## config.mk

```make
export PLATFORM = sky130hd
export DESIGN_NAME = mult_shift_seq
export DESIGN_NICKNAME = d
export VERILOG_FILES = /design/src/rtl/mult_shift_pkg.sv /design/src/rtl/const_shift_mul.sv /design/src/rtl/mult_shift_seq.sv
export SDC_FILE = /design/constraint.sdc
export NUM_CORES = 1
export LEC_CHECK = 0
export ABC_AREA = 1
export BUFFER_PORTS_ARGS = -buffer_cell sky130_fd_sc_hd__clkbuf_2
export CAP_MARGIN = 20
export CORE_AREA = 5 5 86 88
export CTS_BUF_LIST = sky130_fd_sc_hd__clkbuf_8
export DETAILED_ROUTE_END_ITERATION = 8
export DIE_AREA = 0 0 91 93
export GPL_ROUTABILITY_DRIVEN = 0
export PLACE_DENSITY = 0.67
export SYNTH_ARGS = -nofsm -noshare
export SYNTH_HDL_FRONTEND = slang
export SYNTH_SLANG_ARGS = --single-unit
export TNS_END_PERCENT = 20
```

## constraint.sdc

```tcl
create_clock -name clk -period 6.35 [get_ports clk]
set_clock_uncertainty 0.05 [all_clocks]
set_input_delay 0.9525 -clock clk [delete_from_list [all_inputs] [get_ports clk]]
set_output_delay 0.9525 -clock clk [all_outputs]
set_load 0.02 [all_outputs]
```

## src/rtl/mult_shift_pkg.sv

```systemverilog
// Shared definitions for the sequential constant-coefficient multiplier.
package mult_shift_pkg;

  // FSM encoding, kept as explicit bit values for compatibility with legacy netlists.
  typedef enum logic [0:0] {
    ST_IDLE = 1'b0,
    ST_RUN  = 1'b1
  } state_t;

  localparam int unsigned DEF_NCOEF  = 4;
  localparam int unsigned DEF_COEF_W = 4;

  // Default coefficient list, index 0 in the LSBs: {8, 7, 3, 1}.
  localparam logic [DEF_NCOEF*DEF_COEF_W-1:0] DEF_COEFS = {4'd8, 4'd7, 4'd3, 4'd1};

endpackage

```

## src/rtl/const_shift_mul.sv

```systemverilog
// Combinational unsigned multiply of a sample by a small coefficient using
// conditional shifted adds only.
module const_shift_mul #(
  parameter int unsigned DW     = 8,
  parameter int unsigned COEF_W = 4
) (
  input  logic [DW-1:0]        i_d,
  input  logic [COEF_W-1:0]    i_coef,
  output logic [DW+COEF_W-1:0] o_prod
);

  localparam int unsigned PW = DW + COEF_W;

  // Sum the sample shifted by each set coefficient bit position.
  always_comb begin
    o_prod = '0;
    for (int unsigned b = 0; b < COEF_W; b++) begin
      if (i_coef[b]) begin
        o_prod = o_prod + (PW'(i_d) << b);
      end
    end
  end

endmodule

```

## src/rtl/mult_shift_seq.sv

```systemverilog
// Sequential multiplier: each accepted sample is multiplied by NCOEF constant
// coefficients in turn, emitting one beat per coefficient (products or running sum)
// with a valid/ready output handshake and back-to-back sample streaming.
module mult_shift_seq
  import mult_shift_pkg::*;
#(
  parameter int unsigned DW     = 8,
  parameter int unsigned NCOEF  = DEF_NCOEF,
  parameter int unsigned COEF_W = DEF_COEF_W,
  parameter logic [NCOEF*COEF_W-1:0] COEFS = DEF_COEFS,
  localparam int unsigned OW    = DW + COEF_W + $clog2(NCOEF)
) (
  input  logic          clk,
  input  logic          rst,
  input  logic [DW-1:0] d,
  input  logic          in_valid,
  input  logic          mode,
  output logic          input_grant,
  output logic [OW-1:0] out,
  output logic          out_valid,
  output logic          out_last,
  input  logic          out_ready
);

  localparam int unsigned IDX_W = (NCOEF > 1) ? $clog2(NCOEF) : 1;
  localparam int unsigned PW    = DW + COEF_W;

  state_t             r_state;
  logic [IDX_W-1:0]   r_idx;
  logic [OW-1:0]      r_acc;
  logic [DW-1:0]      r_d;
  logic               r_mode;

  logic               w_run;
  logic [COEF_W-1:0]  w_coef;
  logic [PW-1:0]      w_prod;
  logic [OW-1:0]      w_prod_ext;
  logic [OW-1:0]      w_sum;
  logic               w_accept;

  assign w_run = (r_state == ST_RUN);

  // Select the coefficient for the current beat from the packed list.
  always_comb begin
    w_coef = '0;
    for (int unsigned k = 0; k < NCOEF; k++) begin
      if (r_idx == IDX_W'(k)) begin
        w_coef = COEFS[k*COEF_W +: COEF_W];
      end
    end
  end

  const_shift_mul #(
    .DW     (DW),
    .COEF_W (COEF_W)
  ) u_mul (
    .i_d    (r_d),
    .i_coef (w_coef),
    .o_prod (w_prod)
  );

  assign w_prod_ext = OW'(w_prod);
  assign w_sum      = r_acc + w_prod_ext;

  assign out_valid   = w_run;
  assign out_last    = w_run && (r_idx == IDX_W'(NCOEF - 1));
  assign out         = w_run ? (r_mode ? w_sum : w_prod_ext) : '0;
  // The last beat being taken frees the datapath in the same edge, so a new
  // sample can be granted then without an idle cycle in between.
  assign input_grant = !w_run || (out_last && out_ready);
  assign w_accept    = in_valid && input_grant;

  // Sample capture, beat sequencing and running-sum accumulation.
  always_ff @(posedge clk) begin
    if (rst) begin
      r_state <= ST_IDLE;
      r_idx   <= '0;
      r_acc   <= '0;
      r_d     <= '0;
      r_mode  <= 1'b0;
    end else if (w_accept) begin
      r_state <= ST_RUN;
      r_idx   <= '0;
      r_acc   <= '0;
      r_d     <= d;
      r_mode  <= mode;
    end else if (w_run && out_ready) begin
      if (out_last) begin
        r_state <= ST_IDLE;
        r_idx   <= '0;
        r_acc   <= '0;
      end else begin
        r_idx   <= r_idx + IDX_W'(1);
        r_acc   <= w_sum;
      end
    end
  end

endmodule

```

==> flow_summary.json, run 1 <==
{
  "status": "complete, no violations",
  "finalHoldViolCount": 0,
  "cts_made_buffers": 3,
  "grt_pass1_wl_um": 14000,
  "syn_nets": 545,
  "yosys.area.top_type_share_pct": 16.5,
  "yosys.area.top_type": "dfxtp_1",
  "antennaDiodeCount": 0,
  "drtIter0Drc": 158,
  "p_leak_nw": 1.96,
  "initial_core_util_pct": 47.9,
  "fillers": 573,
  "grt_max_degree": 19,
  "final_area_um2": 4160,
  "cts_root_buffer": "clkbuf_8",
  "async_reset_ff_share_pct": 0,
  "wl_met2_um": 4430,
  "path_buf_inv": 5,
  "synth_common_cells": "124 x nand2_1, 60 x inv_1, 50 x a21oi_1",
  "num_io_pins": 30,
  "cp.arrival_ns": 5.27,
  "io_buffers": 29,
  "wl_met3_um": 387,
  "rsz0062_at_grt": "yes",
  "ys_types": 42,
  "die_h_um": 93,
  "wl_per_cell_um": 14.5,
  "drtPass1Iterations": 5,
  "worst_hold_path_type": "reg -> reg",
  "synth-seq-area-share_pct": 16.5,
  "layout-drive-gt1-share_pct": 33.4,
  "start_kind": "flop",
  "yosys_most_used_dff": "dfxtp_1",
  "clk_pin_slew_ns": 0.10,
  "grt_pass1_vias": 3114,
  "place_area_um2": 3420,
  "cts_tree": "built",
  "synth-edff-count": 0,
  "final_nets": 598,
  "drv_slew": 0,
  "syn_area_um2": 3150,
  "finalCoreUtilization_pct": 63.4,
  "via_count": 3360,
  "die_x_um": 91,
  "ys_warn_count": 0,
  "slew_headroom_pct": 57.5,
  "power.density_nw_per_um2": 132,
  "drcViolationCount": 0,
  "hold_buffers": 0,
  "antenna_found_initial": 0,
  "wl_um": 9030,
  "cp-end-kind": "output port",
  "highest_layer": "met4",
  "viasPerCell": 5.40,
  "regArea_um2": 528,
  "crit_path_max_incr_delay_ns": 0.51,
  "cts.sinks": 26,
  "syn_area_per_cell_um2": 6.42,
  "clockBufferDepth": 2,
  "cts-htree-levels": 1,
  "track_usage_pct": 19.5,
  "ys_ff_latch": 26,
  "peakVddDrop_mv": 0.143,
  "max_freq_mhz": 159,
  "slowest_stage": "fa_2",
  "timing_worst_slew_pin_value_ns": 0.636,
  "wl_met1_um": 4110,
  "overflow": 0,
  "drv_cap": 0,
  "ant_nets": 0,
  "path_class": "reg -> out",
  "synthToLayoutAreaGrowth_pct": 32.3,
  "required_ns": 5.35,
  "core-area_um2": 6570,
  "synth_area_leaders": "dfxtp_1 17%, ha_1 15%, nand2_1 15%",
  "die_area_um2": 8460,
  "synth.most_common_cell": "nand2_1",
  "dp_hpwl_um": 6410,
  "setup_viol_count_final": 0,
  "min_period_ns": 6.28,
  "p_total_mw": 0.550,
  "syn_inst": 490,
  "crit_family": "adder cells",
  "crit_path_max_fanout": 6,
  "clock_latency_ns": 0.28,
  "placementRows": 30,
  "multi_input_area_um2": 2840,
  "fin_crit_sh_pct": 98.8
}
power by group:
group          switching, mW  total (mW)  internal, mW
logic                  0.136       0.232        0.0957
registers            0.00936       0.178         0.169
clock network         0.0555       0.140        0.0844
total                  0.201       0.550         0.349
final timing paths:
kind | startpoint | end | slack, ns | depth (start not counted)
min | r_acc[2] | r_acc[2] | 0.43 | 2
max | r_idx[1] | out[12] | 0.07 | 28
max reg2reg | r_idx[1] | r_acc[13] | 1.39 | 34
min reg2reg | r_acc[2] | r_acc[2] | 0.43 | 2
cells in the final DEF, fill, tap and decap left out, types with 3 or more instances in the layout:
cell,count
xor2_1,9
o21ai_2,9
o21ai_0,15
nand2_4,3
ha_4,18
nand3b_1,4
nand2_1,107
nand4_1,8
and2_1,3
fa_2,3
inv_2,4
inv_1,58
nor2_4,3
nor2_2,7
nand2_2,24
xnor2_1,7
nand3_1,24
a21oi_1,35
clkbuf_2,25
dfxtp_1,24
ha_1,19
nor2_1,25
nand3_2,16
o21ai_1,5
clkbuf_8,3
a21oi_2,14
buf_4,30
and2_4,3
routing by layer:
layer  global-route usage, %  vias up
met5                       0        -
met4                    3.91        0
met3                    2.33       12
met2                    33.1       68
met1                    26.8     1554
li1                        -     1726
sequential cells by signal (all words and copies together), names as in the netlist:
| signal | count |
|---|---|
| r_d | 8 |
| r_mode | 1 |
| r_acc | 14 |
| out_valid | 1 |
| r_idx | 2 |
final cells by class:
type / instances / share of cell area (%)
sequential: 26 / 12.7
inverter: 65 / 6.04
multi-input combinational: 390 / 68.2
clock inverter: 1 / 0.722
clock buffer: 3 / 0.992
tap: 80 / 2.41
timing repair buffer: 57 / 8.96
metrics by stage:
step	TNS (ns)	hold WS [ns]	std cells	worst slack [ns]
after global routing	-0.807	0.462	622	-0.196
final	0	0.429	622	0.0736
after detailed placement	0	0.421	601	0.000120
after floorplan	0	0.395	490	0.309
after CTS	0	0.437	605	0.000219
after global placement	0	0.410	601	0.0763
worst min-delay path: cells and delay by family, from the launching register on:
kind	cells	cell delay (ns)
flops	1	0.33
simple gates	1	0.06
compound gates	1	0.05
what timing repair did:
item / CTS / global route
pin swaps: 1 / 49
gates cloned: 0 / 0
buffers inserted: 0 / 16
setup endpoints to repair: 6 / 7
resized for setup: 20 / 105
cell families after synthesis:
group / synth area share [%]
buffers and inverters: 9.51
AOI/OAI and AO/OA: 16.9
xor gates and xnor gates: 4.73
adders and majority gates: 17.7
DFF: 16.5
and+or+nand+nor: 34.6
(Power assumes the default switching activity.)
==> inputs of run 2 (changes only) <==
--- a/config.mk
+++ b/config.mk
@@ -8,12 +8,14 @@
 export ABC_AREA = 1
 export BUFFER_PORTS_ARGS = -buffer_cell sky130_fd_sc_hd__clkbuf_2
 export CAP_MARGIN = 20
-export CORE_AREA = 5 5 86 88
+export CELL_PAD_IN_SITES_DETAIL_PLACEMENT = 1
+export CELL_PAD_IN_SITES_GLOBAL_PLACEMENT = 2
+export CORE_AREA = 5 5 103 105
 export CTS_BUF_LIST = sky130_fd_sc_hd__clkbuf_8
 export DETAILED_ROUTE_END_ITERATION = 8
-export DIE_AREA = 0 0 91 93
+export DIE_AREA = 0 0 108 110
 export GPL_ROUTABILITY_DRIVEN = 0
-export PLACE_DENSITY = 0.67
+export PLACE_DENSITY_LB_ADDON = 0.1
 export SYNTH_ARGS = -nofsm -noshare
 export SYNTH_HDL_FRONTEND = slang
 export SYNTH_SLANG_ARGS = --single-unit
==> flow_summary.json, run 2 (same netlist as run 1, synthesis figures left out) <==
{
  "crit_family": "adder cells",
  "power.density_nw_per_um2": 126,
  "p_total_mw": 0.589,
  "dp_cells": 664,
  "core-area_um2": 9550,
  "cts.sinks": 26,
  "dp_hpwl_um": 8350,
  "antenna_found_initial": 1,
  "drcViolationCount": 0,
  "layout-drive-gt1-share_pct": 40.9,
  "timing_worst_slew_pin_value_ns": 0.750,
  "top_register": "r_acc",
  "track_usage_pct": 19.3,
  "num_io_pins": 30,
  "status": "complete, no violations",
  "pre_cts_slack_ns": -0.169,
  "required_ns": 5.35,
  "path_class": "reg -> out",
  "setup_slack_ns": 0.0676,
  "rsz0062_at_grt": "yes",
  "max_freq_mhz": 159,
  "ant_nets": 0,
  "placementRows": 36,
  "cts_tree": "built",
  "die_h_um": 110,
  "final_cell_mix": "107 x nand2_1, 62 x buf_4, 56 x inv_1",
  "cts_root_buffer": "clkbuf_8",
  "peakVddDrop_mv": 0.0885,
  "drv_cap": 0,
  "overflow": 0,
  "setup_viol_count_final": 0,
  "crit_path_max_fanout": 4,
  "drtPass1Iterations": 4,
  "slew_headroom_pct": 49.8,
  "crit_path_max_incr_delay_ns": 0.43,
  "layout_commonest_cell": "nand2_1",
  "grt_max_degree": 19,
  "path_buf_inv": 3,
  "fin_crit_sh_pct": 98.9,
  "clock_latency_ns": 0.30,
  "reg_top3": "r_acc (14), r_d (8), r_idx (2)",
  "initial_core_util_pct": 32.9,
  "cts_made_buffers": 3,
  "antennaDiodeCount": 0,
  "largest_register_ffs": 14,
  "io_buffers": 29,
  "place_area_um2": 3560,
  "synthToLayoutAreaGrowth_pct": 48.7,
  "grt_pass1_vias": 3784,
  "clockBufferDepth": 2,
  "grt_pass1_wl_um": 18300,
  "via_count": 3626,
  "start_kind": "flop",
  "cts-htree-levels": 1,
  "drtIter0Drc": 100,
  "final_nets": 633,
  "min_period_ns": 6.28,
  "wl_per_cell_um": 16.6,
  "die_area_um2": 11900,
  "viasPerCell": 5.11,
  "drv_slew": 0,
  "wl_um": 11800,
  "fin_setup_tns_ns": 0,
  "clk_pin_slew_ns": 0.12,
  "die_x_um": 108,
  "final_area_um2": 4680,
  "p_leak_nw": 2.16,
  "slowest_stage": "fa_2",
  "finalHoldViolCount": 0,
  "cp.arrival_ns": 5.28,
  "cp-end-kind": "output port",
  "worst_hold_path_type": "reg -> reg",
  "fin_cells": 710
}
## run 2: changes by cell type in the layout (fill, tap and decap cells not counted), moves of 3 or more
cell,previous run,this run
o21ai_4,0,3
a21oi_1,35,29
a21oi_2,14,19
ha_1,19,14
buf_4,30,62
xor2_1,9,6
ha_4,18,24
xor2_2,0,3
## run 2: per-layer routing
layer,part of all wire (%),vias up,GRT usage [%]
li1,-,1786,-
met2,49,56,34.8
met5,0.15,-,0
met3,2.5,22,2.39
met1,46,1760,25.2
met4,2.5,2,3.16
## run 2: timing repair
action,4_1_cts,5_1_grt
hold buffers,0,0
setup endpoints to repair,6,9
pin swaps,14,68
endpoints found under the hold margin,0,0
resized for setup,60,92
gates cloned,0,0
setup buffers,23,21
## run 2: worst reg2reg max path, delay by kind of cell (launching register included)
family	cells	cell delay [ns]
flops	1	0.38
buf+inv	13	1.48
compound gates	7	0.95
simple gates	18	1.72
fa+ha+maj	6	1.49
## run 2: cell type report
cell class | instances | area [um2]
fillers | 1221 | 4870
multi-input cells | 390 | 3000
repair buffers | 92 | 658
flip-flops and latches | 26 | 526
inverters | 65 | 251
well taps | 133 | 166
clock buffers | 3 | 41.3
clock inverters | 1 | 30.0
## run 2: final timing paths
check	startpoint	endpoint	slack (ns)	depth (start not counted)
worst max-delay path	r_idx[0]	out[13]	0.07	31
worst min-delay path	r_acc[6]	r_acc[6]	0.43	2
worst max register to register	r_idx[1]	r_acc[11]	0.22	44
worst min register to register	r_acc[6]	r_acc[6]	0.43	2
## run 2: power by group
part           switching, mW  leakage [nW]  internal [mW]  total (mW)
combinational          0.153          1.91          0.109       0.262
sequential           0.00837         0.213          0.169       0.178
clock                 0.0646        0.0357         0.0847       0.149
## run 2: stage by stage
| stage | utilization (%) | hold slack [ns] |
|---|---|---|
| 2_1_floorplan | - | 0.395 |
| 3_3_place_gp | 37.3 | 0.410 |
| 3_5_place_dp | 37.3 | 0.416 |
| 4_1_cts | 42.3 | 0.434 |
| 5_1_grt | 49.0 | 0.462 |
| 6_report | 49.0 | 0.433 |
